`src/rtl/hfifo_pkg.sv`:
```
// ============================================================================
// Module      : hfifo_pkg
// Description : Shared widths, flag bundle and flag helper for hfifo_thr.
// Revision    : 1.0 - initial release
// ============================================================================
`default_nettype none

package hfifo_pkg;

  localparam int C_DEF_DEPTH = 16;
  localparam int C_DEF_PTR_W = $clog2(C_DEF_DEPTH);
  localparam int C_DEF_LVL_W = C_DEF_PTR_W + 1;

  typedef struct packed {
    logic rdy;
    logic not_full;
    logic almost_full;
    logic almost_empty;
  } hfifo_flags_t;

  function automatic int ptr_w(input int depth);
    return $clog2(depth);
  endfunction

  function automatic int lvl_w(input int depth);
    return $clog2(depth) + 1;
  endfunction

  // Occupancy flags for a given level; used for both next-state and reset values.
  function automatic hfifo_flags_t flags_for(input int lvl, input int depth,
                                             input int af, input int ae);
    hfifo_flags_t f;
    f.rdy          = (lvl != 0);
    f.not_full     = (lvl != depth);
    f.almost_full  = (lvl >= af);
    f.almost_empty = (lvl <= ae);
    return f;
  endfunction

endpackage

`default_nettype wire

```
`src/rtl/hfifo_mem.sv`:
```
// ============================================================================
// Module      : hfifo_mem
// Description : FIFO storage, one sync write port, one async read port, no reset.
// Revision    : 1.0 - initial release
// ============================================================================
`default_nettype none

module hfifo_mem #(
  parameter int DEPTH  = 16,
  parameter int DWIDTH = 8,
  parameter int AW     = 4
) (
  input  logic              clk,
  input  logic              we,
  input  logic [AW-1:0]     waddr,
  input  logic [DWIDTH-1:0] wdata,
  input  logic [AW-1:0]     raddr,
  output logic [DWIDTH-1:0] rdata
);

  logic [DWIDTH-1:0] r_mem [DEPTH];

  always_ff @(posedge clk) begin
    if (we) r_mem[waddr] <= wdata;
  end

  assign rdata = r_mem[raddr];

endmodule

`default_nettype wire

```
`src/rtl/hfifo_thr.sv`:
```
// ============================================================================
// Module      : hfifo_thr
// Description : First-word fall-through FIFO with registered level/threshold
//               flags. Define HFIFO_THR_ERR_EN to build sticky overflow and
//               underflow flags; otherwise they are tied low.
// Revision    : 1.0 - initial release
// ============================================================================
`default_nettype none

module hfifo_thr
  import hfifo_pkg::*;
#(
  parameter int DEPTH    = 16,
  parameter int DWIDTH   = 8,
  parameter int AF_LEVEL = DEPTH - 2,
  parameter int AE_LEVEL = 2
) (
  input  logic                     clk,
  input  logic                     reset_n,
  input  logic [DWIDTH-1:0]        din,
  input  logic                     push,
  input  logic                     pop,
  input  logic                     clr_err,
  output logic [DWIDTH-1:0]        dout,
  output logic                     rdy,
  output logic                     not_full,
  output logic [$clog2(DEPTH):0]   level,
  output logic                     almost_full,
  output logic                     almost_empty,
  output logic                     overflow,
  output logic                     underflow
);

  localparam int C_PTR_W = ptr_w(DEPTH);
  localparam int C_LVL_W = lvl_w(DEPTH);
  localparam logic [C_LVL_W-1:0] C_DEPTH_L = C_LVL_W'(DEPTH);

  if ((DEPTH < 2) || ((DEPTH & (DEPTH - 1)) != 0)) begin : g_chk_depth
    $error("hfifo_thr: DEPTH must be a power of two >= 2");
  end
  if (!((AE_LEVEL < AF_LEVEL) && (AF_LEVEL <= DEPTH))) begin : g_chk_levels
    $error("hfifo_thr: require AE_LEVEL < AF_LEVEL <= DEPTH");
  end

  logic [C_PTR_W-1:0] r_wr_ptr, r_rd_ptr;
  logic [C_LVL_W-1:0] r_level, w_level_nxt;
  hfifo_flags_t       r_flags, w_flags_nxt;
  logic               w_full, w_empty, w_do_push, w_do_pop;

  assign w_full    = (r_level == C_DEPTH_L);
  assign w_empty   = (r_level == '0);
  assign w_do_pop  = pop && !w_empty;
  // When full, a simultaneous pop frees the slot being written this edge.
  assign w_do_push = push && (!w_full || pop);

  always_comb begin
    w_level_nxt = r_level;
    case ({w_do_push, w_do_pop})
      2'b10:   w_level_nxt = r_level + 1'b1;
      2'b01:   w_level_nxt = r_level - 1'b1;
      default: w_level_nxt = r_level;
    endcase
  end

  assign w_flags_nxt = flags_for(int'(w_level_nxt), DEPTH, AF_LEVEL, AE_LEVEL);

  always_ff @(posedge clk or negedge reset_n) begin
    if (!reset_n) begin
      r_wr_ptr <= '0;
      r_rd_ptr <= '0;
      r_level  <= '0;
      r_flags  <= flags_for(0, DEPTH, AF_LEVEL, AE_LEVEL);
    end else begin
      if (w_do_push) r_wr_ptr <= r_wr_ptr + 1'b1;
      if (w_do_pop)  r_rd_ptr <= r_rd_ptr + 1'b1;
      r_level <= w_level_nxt;
      r_flags <= w_flags_nxt;
    end
  end

  hfifo_mem #(
    .DEPTH  (DEPTH),
    .DWIDTH (DWIDTH),
    .AW     (C_PTR_W)
  ) u_mem (
    .clk   (clk),
    .we    (w_do_push),
    .waddr (r_wr_ptr),
    .wdata (din),
    .raddr (r_rd_ptr),
    .rdata (dout)
  );

`ifdef HFIFO_THR_ERR_EN
  logic r_overflow, r_underflow;

  always_ff @(posedge clk or negedge reset_n) begin
    if (!reset_n) begin
      r_overflow  <= 1'b0;
      r_underflow <= 1'b0;
    end else if (clr_err) begin
      r_overflow  <= 1'b0;
      r_underflow <= 1'b0;
    end else begin
      if (push && w_full && !pop) r_overflow  <= 1'b1;
      if (pop && w_empty)         r_underflow <= 1'b1;
    end
  end

  assign overflow  = r_overflow;
  assign underflow = r_underflow;
`else
  logic w_unused_clr;
  assign w_unused_clr = clr_err;
  assign overflow     = 1'b0;
  assign underflow    = 1'b0;
`endif

  assign level        = r_level;
  assign rdy          = r_flags.rdy;
  assign not_full     = r_flags.not_full;
  assign almost_full  = r_flags.almost_full;
  assign almost_empty = r_flags.almost_empty;

endmodule

`default_nettype wire

```
`config.mk`:
```
export PLATFORM = sky130hd
export DESIGN_NAME = hfifo_thr
export DESIGN_NICKNAME = d
export VERILOG_FILES = /design/src/rtl/hfifo_pkg.sv /design/src/rtl/hfifo_mem.sv /design/src/rtl/hfifo_thr.sv
export SDC_FILE = /design/constraint.sdc
export NUM_CORES = 1
export LEC_CHECK = 0
export ABC_AREA = 1
export BUFFER_PORTS_ARGS = -buffer_cell sky130_fd_sc_hd__buf_4
export CAP_MARGIN = 20
export CORE_ASPECT_RATIO = 1.5
export CORE_MARGIN = 5
export CORE_UTILIZATION = 60
export DETAILED_ROUTE_END_ITERATION = 12
export GPL_ROUTABILITY_DRIVEN = 0
export PLACE_DENSITY_LB_ADDON = 0.12
export SETUP_SLACK_MARGIN = 0.4
export SLEW_MARGIN = 20
export SYNTH_ARGS = -nofsm -noshare
export SYNTH_HDL_FRONTEND = slang
export SYNTH_SLANG_ARGS = --single-unit
```
`constraint.sdc`:
```
create_clock -name clk -period 7.8 [get_ports clk]
set_clock_uncertainty 0.2 [all_clocks]
set_input_delay 1.56 -clock clk [delete_from_list [all_inputs] [get_ports clk]]
set_output_delay 1.56 -clock clk [all_outputs]
set_load 0.02 [all_outputs]
```
==> results by group, run 1 <==
Run status
  – Outcome: complete, no violations

Clocking
  – H-tree depth: 4
  – Post-CTS Setup Bufs: 0
  – CTS Hold Bufs: 0
  – Worst-Skew Late Latency: 410 ps
  – Total CTS buffers: 17
  – Max clock buf depth: 2
  – Post-cts sizing count: 0
  – Clk sinks: 145
  – TritonCTS clock tree: done
  – CTS Root Cell: clkbuf_16
  – Clock-pin slew on the worst setup and hold paths: 50 ps

Layout
  – Share of layout cells above drive strength 1: 14.2%
  – Layout Utilization: 69.4%
  – Seq. cell area: 4280 um^2
  – Finished Layout Cells: 681
  – Final Net Count: 572
  – ANT cells: 0
  – Cell area after layout: 7000 um^2
  – Synth-to-Final Area Change: 13.4%
  – Multi-input gate area: 1640 um^2
  – # fillers: 721

Worst setup path
  – Register-to-register setup slack: 4850 ps
  – CP startpoint: r_rd_ptr[2]
  – Kind of critical path: register to output pin
  – Worst-path fanout max: 26
  – Worst r2r src: level[1]
  – Critical Path AT: 2830 ps
  – Critical Path RT: 6040 ps
  – Worst Setup Start Kind: register
  – Slowest stage delay, CP: 1050 ps
  – Crit-path cells: clkinv_1 -> o211ai_1 -> nand3_1 -> nand2_1 -> buf_4
  – Highest-delay cell along the critical path: dfrtp_1
  – Setup crit end kind: output pin

Detailed routing
  – Vias/cell: 6.01
  – Total number of vias: 4091
  – Routed WL: 13300 um
  – DRC violation count after routing: 0
  – M1 WL: 5160 um
  – TritonRoute pass-1 iters: 5
  – Post-route antenna net violation count: 0
  – DRT iter0 DRCs: 292
  – Met2 wire len: 7120 um
  – Wire length on met3: 735 um
  – Uppermost layer routed: met4
  – Routed WL per cell: 19.6 um

Timing
  – Slew at the pin closest to its max-slew limit: 1070 ps
  – Setup violations, final: 0
  – Setup TNS: 0 ps
  – Slew headroom: 28.4%
  – Hold Fails Final Rpt: 0
  – Final Critical Period: 4590 ps
  – Max-slew violation count: 0
  – Max Fclk: 218 MHz
  – Setup WS post-layout: 3210 ps
  – Hold WS: 368 ps
  – Crit share post-route: 58.8%
  – RSZ-0062 raised after global routing: false

Global route
  – Initial antenna violation count: 0
  – GRT Residual Overflow: 0
  – Largest net degree at the start of global routing: 68
  – First-pass GRT wire length: 21300 um
  – Total track usage: 23.0%
  – Vias in the first global route: 4161

Power
  – Clock share of power: 29.3%
  – Worst VDD drop: 0.307 mV
  – Internal power: 1.81 mW
  – Switching Fraction: 36.2%
  – Switch Pwr: 1.02 mW
  – Leak pwr: 2.53 nW
  – Gate power share: 32.3%
  – Tot Pwr: 2.83 mW
  – PD cells: 404 nW/um^2
  – Sequential power share: 38.4%

Die
  – Io pins: 32
  – Initial Utilization: 61.2%
  – Number of cell rows: 45
  – Core Area: 10100 um^2
  – Die area: 12500 um^2
  – Die width: 92.8 um
  – Die Ht: 134 um

Placement
  – Placed wire-length estimate: 7950 um
  – Setup WS pre-CTS: 3750 ps
  – Post-DP Area: 6370 um^2
  – Placed insts: 649
  – Buffers added on ports: 28

Yosys
  – Sequential fraction of the synthesis area: 69.2%
  – Avg Synthesized Cell Area: 11.7 um^2
  – Post-Syn Area: 6170 um^2
  – Unique masters post-synth: 28
  – Yosys reg bits: 145
  – Synth area leaders: edfxtp_1 (62%), nor2_1 (6.4%), dfrtp_1 (6.1%)
  – Area share of the largest cell type after synthesis: 62.3%
  – Yosys Warn Count: 0
  – Dominant cell type by area after synthesis: edfxtp_1
  – Post-synthesis cell count: 529

Flow run
  – Max Cap Violations: 0

Hold path
  – Min-delay src: r_wr_ptr[2]
  – Min-delay worst type: register to register
Yosys cell counts:
cell / number
edfxtp_1: 128
nor2_1: 105
nand2_1: 68
o21ai_0: 64
o211ai_1: 32
nand3_1: 19
inv_1: 18
dfrtp_1: 15
o21ai_1: 13
clkbuf_1: 10
nor2_2: 10
ha_1: 8
buf_2: 6
buf_4: 6
xor2_1: 5
buf_6: 4
inv_2: 3
a21oi_1: 2
clkinv_1: 2
dfstp_2: 2
nand2_2: 2
buf_1: 1
buf_8: 1
conb_1: 1
nand4_1: 1
nor4_1: 1
o211ai_2: 1
xnor2_1: 1
cells by family (layout without fill, tap and decap cells):
family | count (synthesis) | count (layout) | share of synthesized area (%)
compound gates | 112 | 112 | 10.5
xor+xnor | 6 | 6 | 0.852
fa+ha+maj | 8 | 8 | 1.62
other cells | 1 | 2 | 0.0608
simple gates | 206 | 206 | 13.5
buf+inv | 51 | 85 | 4.26
flops | 145 | 145 | 69.2
power by group through the flow:
stage	Sequential, mW	Clock [mW]	Combinational (mW)
after floorplan	1.03	0	0.690
after global placement	1.09	0	0.887
after global routing	1.10	0.880	1.02
final	1.09	0.830	0.914
after CTS	1.08	0.836	0.925
after detailed placement	1.10	0	0.913
cell type report:
| class | instances | share of cell area [%] |
|---|---|---|
| Tap cell | 117 | 2.09 |
| Timing Repair Buffer | 30 | 3.22 |
| Clock inverter | 9 | 1.82 |
| Clock buffer | 23 | 7.11 |
| Multi-Input combinational cell | 334 | 23.4 |
| Sequential cell | 145 | 61.1 |
| Inverter | 23 | 1.23 |
sequential cells by signal, summed over array words and instances (netlist names):
signal and count:
rdy 1, almost_full 1, level 5, not_full 1, r_rd_ptr 4, r_wr_ptr 4, almost_empty 1, u_mem.r_mem 128
path summary, 6_finish.rpt:
path | to | depth (start not counted)
min in group asynchronous | almost_full | 1
hold / removal | r_wr_ptr[2] | 2
setup / recovery | dout[5] | 5
hold reg to reg | r_wr_ptr[2] | 2
max in group asynchronous | almost_empty | 1
setup reg to reg | rdy | 15
cells in the final DEF, fill, tap and decap left out:
| master | count |
|---|---|
| dfstp_2 | 2 |
| nand4_1 | 1 |
| nand2_1 | 68 |
| clkbuf_8 | 5 |
| nor2_1 | 105 |
| o211ai_2 | 1 |
| edfxtp_1 | 128 |
| inv_2 | 3 |
| clkinvlp_4 | 3 |
| o21ai_1 | 13 |
| nor4_1 | 1 |
| nor2_2 | 10 |
| dfrtp_4 | 1 |
| clkinv_1 | 2 |
| ha_1 | 8 |
| xor2_1 | 5 |
| o21ai_0 | 64 |
| conb_1 | 2 |
| buf_4 | 30 |
| clkbuf_16 | 17 |
| inv_1 | 18 |
| xnor2_1 | 1 |
| nand3_1 | 19 |
| a21oi_1 | 2 |
| clkbuf_1 | 1 |
| clkinv_2 | 3 |
| bufinv_16 | 3 |
| nand2_2 | 2 |
| o211ai_1 | 32 |
| dfrtp_1 | 14 |
critical path: cells and delay by family (launching register included):
kind	cells	cell delay [ps]
simple gates	2	240
compound gates	1	290
buf+inv	2	840
flops	1	1050
routing by layer:
| metal | vias to the layer above | GRT usage [%] |
|---|---|---|
| met5 | - | 0 |
| met4 | 0 | 9.45 |
| met3 | 30 | 6.06 |
| met2 | 143 | 40.1 |
| met1 | 2019 | 26.9 |
| li1 | 1899 | - |
Power figures use the tool's default switching activity.
==> run 2, diff against run 1 <==
CORE_UTILIZATION = 55   (was 60)
clock period = 3.8 ns   (was 7.8 ns; I/O delays follow)
==> run 2 against run 1 <==
Critical path depth is 1 higher. Global-route usage decreased by 2.2 points. Critical endpoint unchanged. Utilization fell by 5.0 points. Die area grew 8.2%. Combinational power rose by 120%. Cell count up 5.0%. Via count is 4.2% lower.
==> results by group, run 2 (synthesis gave the netlist of run 1 again) <==
Worst setup path
  – Setup crit end kind: output pin (unchanged)
  – Highest-delay cell along the critical path: dfrtp_2 (was dfrtp_1)
  – Kind of critical path: register to output pin (unchanged)
  – Critical Path AT: 2250 ps (was 2830 ps)
  – Worst path top cell family by delay: flip-flops (unchanged)
  – Critical Path RT: 2840 ps (was 6040 ps)
  – Worst path buffer plus inverter count: 2 (unchanged)
  – Slowest stage delay, CP: 760 ps (was 1050 ps)
  – Worst-path fanout max: 36 (was 26)
  – Crit-path cells: buf_12 -> o21ai_0 -> o211ai_1 -> nand3_1 -> nand2_1 -> buf_4 (was clkinv_1 -> o211ai_1 -> nand3_1 -> nand2_1 -> buf_4)
  – Worst Setup Start Kind: register (unchanged)

Placement
  – Setup WS pre-CTS: 863 ps (was 3750 ps)
  – Buffers added on ports: 28 (unchanged)
  – Placed wire-length estimate: 8070 um (was 7950 um)

Global route
  – GRT Residual Overflow: 0 (unchanged)
  – Initial antenna violation count: 0 (unchanged)
  – Vias in the first global route: 3856 (was 4161)
  – First-pass GRT wire length: 20700 um (was 21300 um)
  – Total track usage: 20.8% (was 23.0%)
  – Largest net degree at the start of global routing: 38 (was 68)

Clocking
  – CTS Hold Bufs: 0 (unchanged)
  – Clk sinks: 145 (unchanged)
  – Worst-Skew Late Latency: 400 ps (was 410 ps)
  – Total CTS buffers: 17 (unchanged)
  – H-tree depth: 4 (unchanged)
  – Post-CTS Setup Bufs: 0 (unchanged)
  – Max clock buf depth: 2 (unchanged)
  – Clock-pin slew on the worst setup and hold paths: 60 ps (was 50 ps)
  – CTS Root Cell: clkbuf_16 (unchanged)
  – TritonCTS clock tree: done (unchanged)

Layout
  – # fillers: 850 (was 721)
  – Commonest non-fill, non-tap cell in the layout: edfxtp_1 (unchanged)
  – Synth-to-Final Area Change: 14.8% (was 13.4%)
  – ANT cells: 0 (unchanged)
  – Largest Register: u_mem.r_mem (unchanged)
  – Max reg flops: 128 (unchanged)
  – Commonest non-fill, non-tap cells in the layout: edfxtp_1 (128), nor2_1 (105), nand2_1 (68) (unchanged)
  – Final Net Count: 576 (was 572)
  – Share of layout cells above drive strength 1: 14.6% (was 14.2%)

Timing
  – Final Critical Period: 3210 ps
  – Max Fclk: 312 MHz
  – Setup TNS: 0 ps (unchanged)
  – Setup WS post-layout: 594 ps (was 3210 ps)
  – Slew headroom: 35.9% (was 28.4%)
  – RSZ-0062 raised after global routing: false (unchanged)
  – Crit share post-route: 84.4%
  – Setup violations, final: 0 (unchanged)
  – Slew at the pin closest to its max-slew limit: 958 ps (was 1070 ps)
  – Hold Fails Final Rpt: 0 (unchanged)
  – Max-slew violation count: 0 (unchanged)

Die
  – Io pins: 32 (unchanged)
  – Initial Utilization: 56.1% (was 61.2%)
  – Number of cell rows: 47 (was 45)
  – Die width: 96.5 um (was 92.8 um)
  – Die area: 13500 um^2 (was 12500 um^2)
  – Die Ht: 140 um (was 134 um)
  – Core Area: 11000 um^2 (was 10100 um^2)

Run status
  – Outcome: complete, no violations (unchanged)

Detailed routing
  – DRC violation count after routing: 0 (unchanged)
  – DRT iter0 DRCs: 334 (was 292)
  – TritonRoute pass-1 iters: 5 (unchanged)
  – Routed WL per cell: 18.4 um (was 19.6 um)
  – Routed WL: 13100 um (was 13300 um)
  – Post-route antenna net violation count: 0 (unchanged)
  – Vias/cell: 5.48 (was 6.01)
  – Total number of vias: 3920 (was 4091)

Flow run
  – Max Cap Violations: 0 (unchanged)

Power
  – Tot Pwr: 5.88 mW (was 2.83 mW)
  – Worst VDD drop: 0.526 mV (was 0.307 mV)
  – PD cells: 830 nW/um^2 (was 404 nW/um^2)
  – Leak pwr: 2.55 nW (was 2.53 nW)

Hold path
  – Min-delay worst type: primary input to async pin (was register to register)
==> run 2: changes by cell type in the layout (fill, tap and decap cells not counted), sizes merged <==
cell and delta:
buf +4, bufinv +1, inv +1, clkinv +2
clkbuf -4
==> run 2: worst paths after layout <==
kind	from	endpoint	slack (ps)	cells past startpoint
max reg2reg	level[1]	rdy	870	18
min reg2reg	r_wr_ptr[2]	r_wr_ptr[2]	370	2
max	r_rd_ptr[1]	dout[5]	590	6
min	reset_n	rdy	20	1
max in group asynchronous	reset_n	not_full	3130	1
min in group clk	r_wr_ptr[2]	r_wr_ptr[2]	370	2
==> run 2: layout make-up <==
class / count / area (um^2) / share of cell area, %
Clock inverter: 13 / 186 / 2.63
Multi-Input combinational cell: 334 / 1640 / 23.2
Clock buffer: 19 / 433 / 6.11
Tap cell: 147 / 184 / 2.60
Inverter: 23 / 86.3 / 1.22
Sequential cell: 145 / 4270 / 60.3
Timing Repair Buffer: 34 / 279 / 3.94
==> run 2: timing repair <==
action                                 4_1_cts  5_1_grt
endpoints found under the hold margin        0        0
setup endpoints to repair                    0        7
gates resized for setup                      0        3
==> run 2: routing by layer <==
layer	GRT usage, %	vias to the layer above	part of all wire (%)
met2	34.5	97	53
met5	0	-	0
met3	3.78	19	3.8
met4	7.91	0	2.3
met1	27.0	1896	41
li1	-	1908	-
==> run 2: stage by stage <==
stage / cell area (um^2) / std cells / utilization (%) / hold slack [ps]
6_report: 7080 / 715 / 64.4 / 17.0
4_1_cts: 7070 / 715 / 64.3 / 7.87
5_1_grt: 7080 / 715 / 64.4 / 18.1
3_3_place_gp: 6450 / 683 / 58.7 / 333
2_1_floorplan: 6170 / 530 / - / 264
3_5_place_dp: 6450 / 683 / 58.7 / 350
==> run 2: report_power, final <==
group	switching [mW]	internal, mW	total, mW
Sequential	0.172	1.96	2.13
Combinational	1.35	0.679	2.02
Clock	0.621	1.10	1.72
==> run 3, diff against run 2 <==
ABC_AREA = 0   (was 1)
CORE_UTILIZATION = 60   (was 55)
clock period = 3.2 ns   (was 3.8 ns; I/O delays follow)
==> run 3 against run 2 <==
Largest power group is now combinational cells. Worst setup slack lost 510 ps. Highest routed layer unchanged. Wire length shrank 7.0%. Synthesized cell count shrank 47%. Sequential share of layout area shrank 0.70 points.
==> results by group, run 3 <==
Timing
  – Hold Fails Final Rpt: 0 (unchanged)
  – Slew at the pin closest to its max-slew limit: 666 ps (was 958 ps)
  – Setup WS post-layout: 81.7 ps (was 594 ps)
  – Max-slew violation count: 0 (unchanged)
  – Setup violations, final: 0 (unchanged)
  – Setup TNS: 0 ps (unchanged)
  – Crit share post-route: 97.4%
  – Slew headroom: 55.6% (was 35.9%)
  – Final Critical Period: 3120 ps
  – Max Fclk: 321 MHz
  – RSZ-0062 raised after global routing: true (was false)

Global route
  – GRT Residual Overflow: 0 (unchanged)
  – First-pass GRT wire length: 18900 um (was 20700 um)
  – Initial antenna violation count: 0 (unchanged)
  – Total track usage: 22.2% (was 20.8%)
  – Vias in the first global route: 3057 (was 3856)
  – Largest net degree at the start of global routing: 34 (was 38)

Detailed routing
  – TritonRoute pass-1 iters: 4 (was 5)
  – Total number of vias: 2864 (was 3920)
  – DRC violation count after routing: 0 (unchanged)
  – Routed WL: 12200 um (was 13100 um)
  – Vias/cell: 6.11 (was 5.48)
  – Post-route antenna net violation count: 0 (unchanged)
  – Routed WL per cell: 26.1 um (was 18.4 um)
  – DRT iter0 DRCs: 277 (was 334)

Yosys
  – Compound-Gate Fraction of Synth Area: 1.57% (was 10.5%)
  – Yosys Warn Count: 0 (unchanged)
  – Mux share of post-synthesis cell area: 17.5% (was 0%)
  – Post-synth EDFFs: 128 (unchanged)
  – Post-Synth Adder-Cell Area: 1.67% (was 1.62%)
  – Synth area leaders: edfxtp_1 (64%), mux4_1 (13%), dfrtp_1 (6.3%) (was edfxtp_1 (62%), nor2_1 (6.4%), dfrtp_1 (6.1%))
  – Post-Synth Simple-Gate Area: 3.87% (was 13.5%)
  – Post-synthesis cell count: 282 (was 529)
  – Post-synth top flop: edfxtp_1 (unchanged)
  – Most frequent cell after synthesis: edfxtp_1 (unchanged)
  – Yosys reg bits: 145 (unchanged)
  – Area share of the largest cell type after synthesis: 64.2% (was 62.3%)
  – Sequential fraction of the synthesis area: 71.4% (was 69.2%)
  – Dominant cell type by area after synthesis: edfxtp_1 (unchanged)
  – Unique masters post-synth: 42 (was 28)
  – Synth Area in XOR/XNOR: 1.88% (was 0.852%)
  – Avg Synthesized Cell Area: 21.2 um^2 (was 11.7 um^2)
  – Fraction of registers with async set/reset: 11.7% (unchanged)
  – Main combinational cell family by area after synthesis: multiplexers (was simple AND/OR/NAND/NOR gates)
  – Post-Syn Area: 5980 um^2 (was 6170 um^2)
  – Top post-synthesis cells by count: edfxtp_1 (128), mux4_1 (30), dfrtp_1 (15) (was edfxtp_1 (128), nor2_1 (105), nand2_1 (68))

Worst setup path
  – Worst path top cell family by delay: multiplexers (was flip-flops)
  – Worst path buffer plus inverter count: 3 (was 2)
  – Worst Setup Start Kind: register (unchanged)
  – Slowest stage delay, CP: 510 ps (was 760 ps)
  – Critical Path AT: 2280 ps (was 2250 ps)
  – Setup crit end kind: output pin (unchanged)
  – Worst-path fanout max: 8 (was 36)
  – Highest-delay cell along the critical path: mux4_2 (was dfrtp_2)
  – Crit-path cells: buf_6 -> buf_16 -> mux4_2 -> mux4_2 -> buf_6 (was buf_12 -> o21ai_0 -> o211ai_1 -> nand3_1 -> nand2_1 -> buf_4)
  – Kind of critical path: register to output pin (unchanged)
  – Critical Path RT: 2360 ps (was 2840 ps)

Layout
  – Max reg flops: 128 (unchanged)
  – Largest Register: u_mem.r_mem (unchanged)
  – Commonest non-fill, non-tap cells in the layout: edfxtp_1 (128), mux4_2 (40), buf_4 (35) (was edfxtp_1 (128), nor2_1 (105), nand2_1 (68))
  – Commonest non-fill, non-tap cell in the layout: edfxtp_1 (unchanged)
  – ANT cells: 0 (unchanged)
  – Synth-to-Final Area Change: 19.8% (was 14.8%)
  – Final Net Count: 362 (was 576)
  – Cell area after layout: 7170 um^2 (was 7080 um^2)
  – Share of layout cells above drive strength 1: 42.1% (was 14.6%)

Die
  – Io pins: 32 (unchanged)
  – Initial Utilization: 61.4% (was 56.1%)
  – Die Ht: 132 um (was 140 um)
  – Number of cell rows: 44 (was 47)
  – Core Area: 9740 um^2 (was 11000 um^2)
  – Die area: 12100 um^2 (was 13500 um^2)
  – Die width: 91.5 um (was 96.5 um)

Placement
  – Placed wire-length estimate: 6670 um (was 8070 um)
  – Buffers added on ports: 28 (unchanged)
  – Setup WS pre-CTS: 109 ps (was 863 ps)
  – Post-DP Area: 6370 um^2 (was 6450 um^2)

Flow run
  – Max Cap Violations: 0 (unchanged)

Hold path
  – Min-delay worst type: primary input to register (was primary input to async pin)

Power
  – Worst VDD drop: 0.679 mV (was 0.526 mV)
  – PD cells: 980 nW/um^2 (was 830 nW/um^2)
  – Tot Pwr: 7.02 mW (was 5.88 mW)
  – Leak pwr: 2.50 nW (was 2.55 nW)

Clocking
  – H-tree depth: 4 (unchanged)
  – Max clock buf depth: 2 (unchanged)
  – Clk sinks: 145 (unchanged)
  – TritonCTS clock tree: done (unchanged)
  – CTS Root Cell: clkbuf_16 (unchanged)
  – Worst-Skew Late Latency: 420 ps (was 400 ps)
  – Total CTS buffers: 17 (unchanged)
  – Clock-pin slew on the worst setup and hold paths: 60 ps (about the same)

Run status
  – Outcome: complete, no violations (unchanged)
-- run 3: cell count changes in the layout (fill, tap and decap cells not counted), sizes merged, moves of 4 or more --
cell,previous run,this run
inv,22,10
and2,0,12
o21ai,77,3
nand3,19,0
nand2,70,6
o211ai,33,0
buf,34,53
xnor2,1,6
mux4,0,40
bufinv,4,0
and3,0,5
nor2,115,5
-- run 3: worst paths after layout --
kind / startpoint / slack, ps / to / depth (start not counted)
max in group asynchronous: reset_n / 2110 / not_full / 2
setup reg to reg: level[1] / 90 / not_full / 11
setup / recovery: r_rd_ptr[0] / 80 / dout[0] / 5
hold / removal: din[7] / 300 / u_mem.r_mem[12][7] / 1
min in group asynchronous: reset_n / 430 / r_wr_ptr[0] / 2
hold reg to reg: r_wr_ptr[3] / 370 / r_wr_ptr[3] / 1
-- run 3: what timing repair did --
action                                  in CTS  in global routing
pin swaps                                    9                 10
endpoints found under the setup margin      12                 14
hold buffers                                 1                  0
resized for setup                           50                  5
cloned                                       5                  0
setup buffers                                9                  2
endpoints found under the hold margin       15                  0
-- run 3: where the power goes --
group          switching, mW  internal (mW)  leakage [nW]
logic                   1.21           1.39         0.862
registers              0.175           2.34          1.35
clock network          0.774           1.14         0.290
total                   2.16           4.87          2.50
-- run 3: final cells by class --
class | count | area [um^2]
multi-input cells | 118 | 1560
flip-flops and latches | 145 | 4280
well taps | 115 | 144
clock buffers | 20 | 500
clock inverters | 12 | 92.6
fillers | 562 | 2580
repair buffers | 54 | 574
inverters | 5 | 21.3
-- run 3: worst register-to-register path, stage by stage (launching register included) --
cell and delay [ps]:
dfrtp_2 390, or4_4 560, o21a_4 230, ha_4 160, xor2_2 130, ha_2 180, buf_4 140, a21oi_4 120
mux2i_2 270, xor2_1 200, nand2_1 100, or3b_1 350
-- run 3: layer usage --
layer,up-vias,share of wire (%),track usage (%)
met5,-,0,0
met4,0,1.8,8.22
met3,10,5.3,6.34
met2,108,55,36.6
met1,1488,38,28.1
li1,1258,-,-
-- run 3: through the flow --
stage,cells,hold WS (ps),util (%)
after floorplan,283,144,-
after global placement,420,318,65.4
after detailed placement,420,319,65.4
after CTS,467,293,73.1
after global routing,469,290,73.6
final,469,302,73.6
-- run 3: logic make-up (layout without fill, tap and decap cells) --
kind of cell | Yosys count | after routing
DFF | 145 | 145
muxes | 43 | 43
and+or+nand+nor | 40 | 40
buffers and inverters | 20 | 91
AOI/OAI and AO/OA | 13 | 13
xor gates and xnor gates | 12 | 12
adders and majority gates | 8 | 8
other | 1 | 2
